File: config.mk
export PLATFORM = sky130hd
export DESIGN_NAME = mult_sequencer_flat
export DESIGN_NICKNAME = d
export VERILOG_FILES = /design/src/rtl/mult_sequencer_if.sv /design/src/rtl/mult_sequencer.sv /design/src/flat_wrapper.sv
export SDC_FILE = /design/constraint.sdc
export NUM_CORES = 1
export LEC_CHECK = 0
export CAP_MARGIN = 20
export CORE_MARGIN = 3
export CORE_UTILIZATION = 25
export DETAILED_ROUTE_END_ITERATION = 7
export PLACE_DENSITY = 0.49
export SLEW_MARGIN = 20
export SYNTH_ARGS = -nofsm -noshare
export SYNTH_HDL_FRONTEND = slang
export SYNTH_SLANG_ARGS = --single-unit
export TNS_END_PERCENT = 10
File: constraint.sdc
create_clock -name clock -period 2.7 [get_ports clock]
set_input_delay 0.405 -clock clock [delete_from_list [all_inputs] [get_ports clock]]
set_output_delay 0.405 -clock clock [all_outputs]
set_load 0.1 [all_outputs]
File: src/rtl/mult_sequencer_if.sv
// mult_sequencer_if
//   Bundles the pipeline-side start/operand/result signals and the shared ALU
//   hookup of the Booth multiply sequencer. clock and reset are not part of it.
//   Ports (from the sequencer's point of view, modport slave):
//     ctrl_MULT      in   start pulse, operands sampled on the same edge when idle
//     data_operandA  in   32-bit multiplicand, two's complement
//     data_operandB  in   32-bit multiplier, two's complement
//     alu_result     in   combinational result of the shared ALU
//     alu_overflow   in   signed-overflow flag of the shared ALU
//     alu_req        out  sequencer owns the ALU operand mux this cycle
//     alu_opA/opB    out  ALU operands (accumulator A / multiplicand M)
//     alu_opcode     out  5'b00000 add, 5'b00001 subtract
//     alu_shamt      out  always zero
//     busy           out  multiply in progress (RUN or DONE)
//     data_result    out  low 32 bits of the last product
//     data_exception out  last product did not fit in 32 bits
//     data_resultRDY out  one-cycle pulse when the result is valid
//   The master modport is the pipeline/ALU side that drives the inputs.
interface mult_sequencer_if;
  logic        ctrl_MULT;
  logic [31:0] data_operandA;
  logic [31:0] data_operandB;
  logic [31:0] alu_result;
  logic        alu_overflow;
  logic        alu_req;
  logic [31:0] alu_opA;
  logic [31:0] alu_opB;
  logic [4:0]  alu_opcode;
  logic [4:0]  alu_shamt;
  logic        busy;
  logic [31:0] data_result;
  logic        data_exception;
  logic        data_resultRDY;

  modport master (
    output ctrl_MULT, data_operandA, data_operandB, alu_result, alu_overflow,
    input  alu_req, alu_opA, alu_opB, alu_opcode, alu_shamt,
           busy, data_result, data_exception, data_resultRDY
  );

  modport slave (
    input  ctrl_MULT, data_operandA, data_operandB, alu_result, alu_overflow,
    output alu_req, alu_opA, alu_opB, alu_opcode, alu_shamt,
           busy, data_result, data_exception, data_resultRDY
  );
endinterface

File: src/rtl/mult_sequencer.sv
// mult_sequencer
//   Signed 32x32 radix-2 Booth multiplier controller. It owns no adder: each of
//   the 32 iterations borrows the processor's shared combinational ALU for one
//   add or subtract, then does the 65-bit arithmetic right shift locally.
//   Ports:
//     clock  in  rising-edge clock
//     reset  in  synchronous, active-high; dominates every other input
//     bus    mult_sequencer_if.slave - start/operands, shared ALU, result signals
module mult_sequencer (
  input logic             clock,
  input logic             reset,
  mult_sequencer_if.slave bus
);

  typedef enum logic [1:0] {
    IDLE = 2'd0,
    RUN  = 2'd1,
    DONE = 2'd2
  } state_t;

  state_t      state_q, state_d;
  logic [31:0] m_q, m_d;
  logic [31:0] a_q, a_d;
  logic [31:0] q_q, q_d;
  logic        qm1_q, qm1_d;
  logic [5:0]  cnt_q, cnt_d;
  logic [31:0] result_q, result_d;
  logic        exc_q, exc_d;

  logic        useAlu;
  logic        doSub;
  logic [31:0] sum;
  logic        sign;
  logic [31:0] aShift;
  logic [31:0] qShift;

  // Booth step for the current iteration. When the ALU was used, the true sign
  // of the 33-bit sum is the result sign flipped by overflow; without this the
  // shift would bring in the wrong bit for M = 0x80000000.
  always_comb begin
    doSub  = q_q[0] & ~qm1_q;
    useAlu = q_q[0] ^ qm1_q;
    sum    = a_q;
    sign   = a_q[31];
    if (useAlu) begin
      sum  = bus.alu_result;
      sign = bus.alu_result[31] ^ bus.alu_overflow;
    end
    aShift = {sign, sum[31:1]};
    qShift = {sum[0], q_q[31:1]};
  end

  // Next-state logic: IDLE latches operands on a start pulse, RUN performs one
  // iteration per cycle and publishes the product on the last one, DONE lasts
  // a single cycle so the ready pulse is exactly one cycle wide.
  always_comb begin
    state_d  = state_q;
    m_d      = m_q;
    a_d      = a_q;
    q_d      = q_q;
    qm1_d    = qm1_q;
    cnt_d    = cnt_q;
    result_d = result_q;
    exc_d    = exc_q;
    case (state_q)
      IDLE: begin
        if (bus.ctrl_MULT) begin
          m_d     = bus.data_operandA;
          q_d     = bus.data_operandB;
          a_d     = 32'd0;
          qm1_d   = 1'b0;
          cnt_d   = 6'd0;
          state_d = RUN;
        end
      end
      RUN: begin
        a_d   = aShift;
        q_d   = qShift;
        qm1_d = q_q[0];
        cnt_d = cnt_q + 6'd1;
        if (cnt_q == 6'd31) begin
          state_d  = DONE;
          result_d = qShift;
          // Product fits in 32 bits only if the upper half is pure sign extension.
          exc_d    = (aShift != {32{qShift[31]}});
        end
      end
      DONE: begin
        state_d = IDLE;
      end
      default: begin
        state_d = IDLE;
      end
    endcase
  end

  always_ff @(posedge clock) begin
    if (reset) begin
      state_q  <= IDLE;
      m_q      <= 32'd0;
      a_q      <= 32'd0;
      q_q      <= 32'd0;
      qm1_q    <= 1'b0;
      cnt_q    <= 6'd0;
      result_q <= 32'd0;
      exc_q    <= 1'b0;
    end else begin
      state_q  <= state_d;
      m_q      <= m_d;
      a_q      <= a_d;
      q_q      <= q_d;
      qm1_q    <= qm1_d;
      cnt_q    <= cnt_d;
      result_q <= result_d;
      exc_q    <= exc_d;
    end
  end

  assign bus.alu_req        = (state_q == RUN);
  assign bus.alu_opA        = a_q;
  assign bus.alu_opB        = m_q;
  assign bus.alu_opcode     = {4'b0000, doSub};
  assign bus.alu_shamt      = 5'd0;
  assign bus.busy           = (state_q != IDLE);
  assign bus.data_result    = result_q;
  assign bus.data_exception = exc_q;
  assign bus.data_resultRDY = (state_q == DONE);

endmodule

File: src/flat_wrapper.sv
// flat-port wrapper written by rule: the top's interface ports become plain ports
module mult_sequencer_flat 
  (clock, reset, bus_ctrl_MULT, bus_data_operandA, bus_data_operandB, bus_alu_result, bus_alu_overflow, bus_alu_req, bus_alu_opA, bus_alu_opB, bus_alu_opcode, bus_alu_shamt, bus_busy, bus_data_result, bus_data_exception, bus_data_resultRDY);
  mult_sequencer_if bus_i ();
  input logic clock;
  input logic reset;
  input wire logic [$bits(bus_i.ctrl_MULT)-1:0] bus_ctrl_MULT;
  input wire logic [$bits(bus_i.data_operandA)-1:0] bus_data_operandA;
  input wire logic [$bits(bus_i.data_operandB)-1:0] bus_data_operandB;
  input wire logic [$bits(bus_i.alu_result)-1:0] bus_alu_result;
  input wire logic [$bits(bus_i.alu_overflow)-1:0] bus_alu_overflow;
  output wire logic [$bits(bus_i.alu_req)-1:0] bus_alu_req;
  output wire logic [$bits(bus_i.alu_opA)-1:0] bus_alu_opA;
  output wire logic [$bits(bus_i.alu_opB)-1:0] bus_alu_opB;
  output wire logic [$bits(bus_i.alu_opcode)-1:0] bus_alu_opcode;
  output wire logic [$bits(bus_i.alu_shamt)-1:0] bus_alu_shamt;
  output wire logic [$bits(bus_i.busy)-1:0] bus_busy;
  output wire logic [$bits(bus_i.data_result)-1:0] bus_data_result;
  output wire logic [$bits(bus_i.data_exception)-1:0] bus_data_exception;
  output wire logic [$bits(bus_i.data_resultRDY)-1:0] bus_data_resultRDY;
  assign bus_i.ctrl_MULT = bus_ctrl_MULT;
  assign bus_i.data_operandA = bus_data_operandA;
  assign bus_i.data_operandB = bus_data_operandB;
  assign bus_i.alu_result = bus_alu_result;
  assign bus_i.alu_overflow = bus_alu_overflow;
  assign bus_alu_req = bus_i.alu_req;
  assign bus_alu_opA = bus_i.alu_opA;
  assign bus_alu_opB = bus_i.alu_opB;
  assign bus_alu_opcode = bus_i.alu_opcode;
  assign bus_alu_shamt = bus_i.alu_shamt;
  assign bus_busy = bus_i.busy;
  assign bus_data_result = bus_i.data_result;
  assign bus_data_exception = bus_i.data_exception;
  assign bus_data_resultRDY = bus_i.data_resultRDY;
  mult_sequencer u_core (.clock(clock), .reset(reset), .bus(bus_i));
endmodule
==> metrics <==
I/O Buffers 200; DIE WIDTH between 150 and 200 um; GR Layer Usage met3 about 6.3%; diodes inserted 0; crit path launch type flop; Synth cell types between 40 and 50; grt met2 use approximately 22%; Clk Latency, worst-skew pair roughly 0.41 ns; Rows 55; vias per cell between 4 and 5; GRT Max-Usage Layer met2; CTS Buf Count 17; Post-Synth Simple-Gate Area between 20% and 30%; setup TNS 0 ns; final slew viol count 0; Core Box Area ~23000 um^2; Cells after Synth ~770; vias in the first global route around 5700; nets ~1000; H-Tree Depth 4; Crit. End Element primary output; Synth Area in Compound Gates between 10% and 20%; crit path DAT between 1.5 and 2 ns; DRT Pass-1 Iters 5; skew final around 0.0080 ns; hold buffers post-CTS 0; final RePlAce weighted congestion 0.798; total number of vias 5709; Final WS setup 0.431 ns; Post-DP HPWL about 13000 um; total track usage 14.8%; Starting DRT DRC Count approximately 270; global route total overflow 0; fin crit period between 2 and 2.5 ns; Worst VDD drop 0.349 mV; Max Fclk around 0.44 GHz; RSZ-0062 raised after global routing no; adder-cell share of the synthesized area 0.429%; CTS tree built; fin crit share 84.0%; hold crit path type reg2reg; CP Data Required Time roughly 2.3 ns; grt met1 use roughly a fifth; power density cells ~670 nW/um^2; post-CTS setup buffer count 0; layout cells sized above 1 16.5%; Synth Register Bits between 100 and 150; MaxCap Viol Count 0; main combinational cell family by area after synthesis simple AND/OR/NAND/NOR gates; die area 25200 um^2; first-pass GRT wire length slightly above 30000 um; Pleak 3.45 nW; Die Span Y around 160 um; DRT antenna net count 0; drt wl/cell approximately 15 um; status finished clean; maximum buffer depth of the clock tree 2; post-synthesis xor/xnor area fraction less than 1%; largest net degree at the start of global routing 77; pre-CTS setup slack about 0.25 ns; drc violations 0; Worst-path clk slew around 0.06 ns; Crit Path Max Fanout 29; total power approximately 5.7 mW; post-CTS sizing 0; mux share of post-synthesis cell area under 10%; final setup fails 0; CTS root buf clkbuf_16; syn_area_per_cell 7.61 um^2; Hold Fails Final Rpt 0; Worst-Margin Slew 0.819 ns; initial antenna violation count 0; slew margin rel. roughly 45%; sequential fraction of the synthesis area 47.4%; clock sinks 138; routed wire length ~19000 um; yosys warns 0; synthesized cell area approximately 6000 um^2; I/O Pins 210; initial core utilization between 20% and 30%; kind of critical path reg2out; Area Overhead vs Synth 45.2%
## logic make-up after synthesis
| family | after synthesis |
|---|---|
| xor gates and xnor gates | 1 |
| adders and majority gates | 2 |
| and+or+nand+nor | 399 |
| other | 1 |
| DFF | 138 |
| muxes | 28 |
| buffers and inverters | 71 |
| AOI/OAI and AO/OA | 126 |
## flip-flops by register name, summed over array words and instances (netlist names)
register,cells
u_core.bus.data_exception,1
u_core.bus.alu_opB,32
u_core.cnt_q,6
u_core.qm1_q,1
u_core.q_q,32
u_core.bus.data_result,32
u_core.bus.alu_opA,32
u_core.state_q,2
## layout make-up
type / count / area, um^2
fill: 2459 / 14300
multi-input combinational: 565 / 2810
sequential: 138 / 2760
timing repair buffer: 215 / 1900
clock buffer: 19 / 443
tap: 313 / 392
clock inverter: 13 / 143
inverter: 4 / 15.0
## cells in the mapped netlist
master      n  area [um^2]
a32oi_1     1         8.76
nor2_1    168          631
nor4_1     41          257
a211oi_1    1         7.51
nand3_1    12         60.1
buf_4      10         75.1
inv_2       1         3.75
xnor2_1     1         8.76
a221oi_1    1         8.76
o21bai_1    1         7.51
a22oi_1     1         7.51
mux2i_1    27          270
a21oi_1    78          390
inv_1       2         7.51
o21ai_0     5         25.0
nor4_2      2         25.0
a31oi_1    34          213
nand4_1    12         75.1
clkbuf_1   46          173
nand4b_1    1         8.76
and4_1      2         17.5
nor3_1      7         35.0
nor3_2      1         10.0
nor2b_1     3         18.8
o21a_1      1         7.51
o32ai_1     1         8.76
buf_2       5         25.0
and2_1      1         6.26
mux2_2      1         11.3
or3_1       2         12.5
nand2_1   141          529
clkinv_1    1         3.75
ha_1        2         25.0
and4b_1     1         10.0
dfxtp_1   138         2760
or4_4       1         11.3
nand2b_1    2         12.5
or4b_1      1         10.0
conb_1      1         3.75
buf_1       6         22.5
or4_1       1         7.51
a311oi_1    2         17.5
## routing by layer
| layer | part of all wire, % | vias to the layer above |
|---|---|---|
| met2 | 44 | 149 |
| met1 | 48 | 2602 |
| li1 | - | 2952 |
| met5 | 0 | - |
| met3 | 7.9 | 6 |
| met4 | 0.65 | 0 |
## placed cells by master, fill, tap and decap left out, types with 3 or more instances in the layout
master           instances
nand4_1                 12
a31oi_1                 34
nor2b_1                  3
nor4_1                  41
nand3_1                 12
clkinv_2                 3
a21oi_1                 78
clkinv_4                 3
conb_1                   9
nor3_1                   7
mux2i_1                 27
inv_6                    3
dfxtp_1                138
buf_12                   3
nor2_1                 168
nand2_1                140
buf_4                  114
o21ai_0                  5
clkdlybuf4s50_1         98
clkbuf_16               17
## path summary, 6_finish.rpt
kind,to,cells past startpoint,slack (ns),from
hold reg to reg,u_core.bus.alu_opB[31],2,0.45,u_core.bus.alu_opB[31]
setup / recovery,bus_alu_req,3,0.43,u_core.state_q[1]
hold / removal,u_core.bus.alu_opB[31],2,0.45,u_core.bus.alu_opB[31]
setup reg to reg,u_core.bus.data_exception,6,0.47,u_core.qm1_q
## power breakdown
group / total (mW) / switching [mW] / internal (mW)
Sequential: 2.21 / 0.0789 / 2.13
Clock: 2.32 / 0.931 / 1.39
Combinational: 1.14 / 0.777 / 0.361
Total: 5.68 / 1.79 / 3.89
## metrics by stage
| stage | utilization [%] | instance area (um^2) | cells | hold WS [ns] |
|---|---|---|---|---|
| after floorplan | - | 5860 | 774 | 0.445 |
| after global placement | 34.6 | 7880 | 1235 | 0.442 |
| after detailed placement | 34.6 | 7880 | 1235 | 0.447 |
| after CTS | 37.2 | 8460 | 1267 | 0.455 |
| after global routing | 37.2 | 8460 | 1267 | 0.471 |
| final | 37.2 | 8460 | 1267 | 0.452 |
## worst max-delay path, stage by stage, from the launching register on
cell	delay, ns
dfxtp_1	0.35
nand2b_4	0.36
clkinv_1	0.43
buf_12	0.31
No activity file was read; power rests on OpenSTA's default activity.
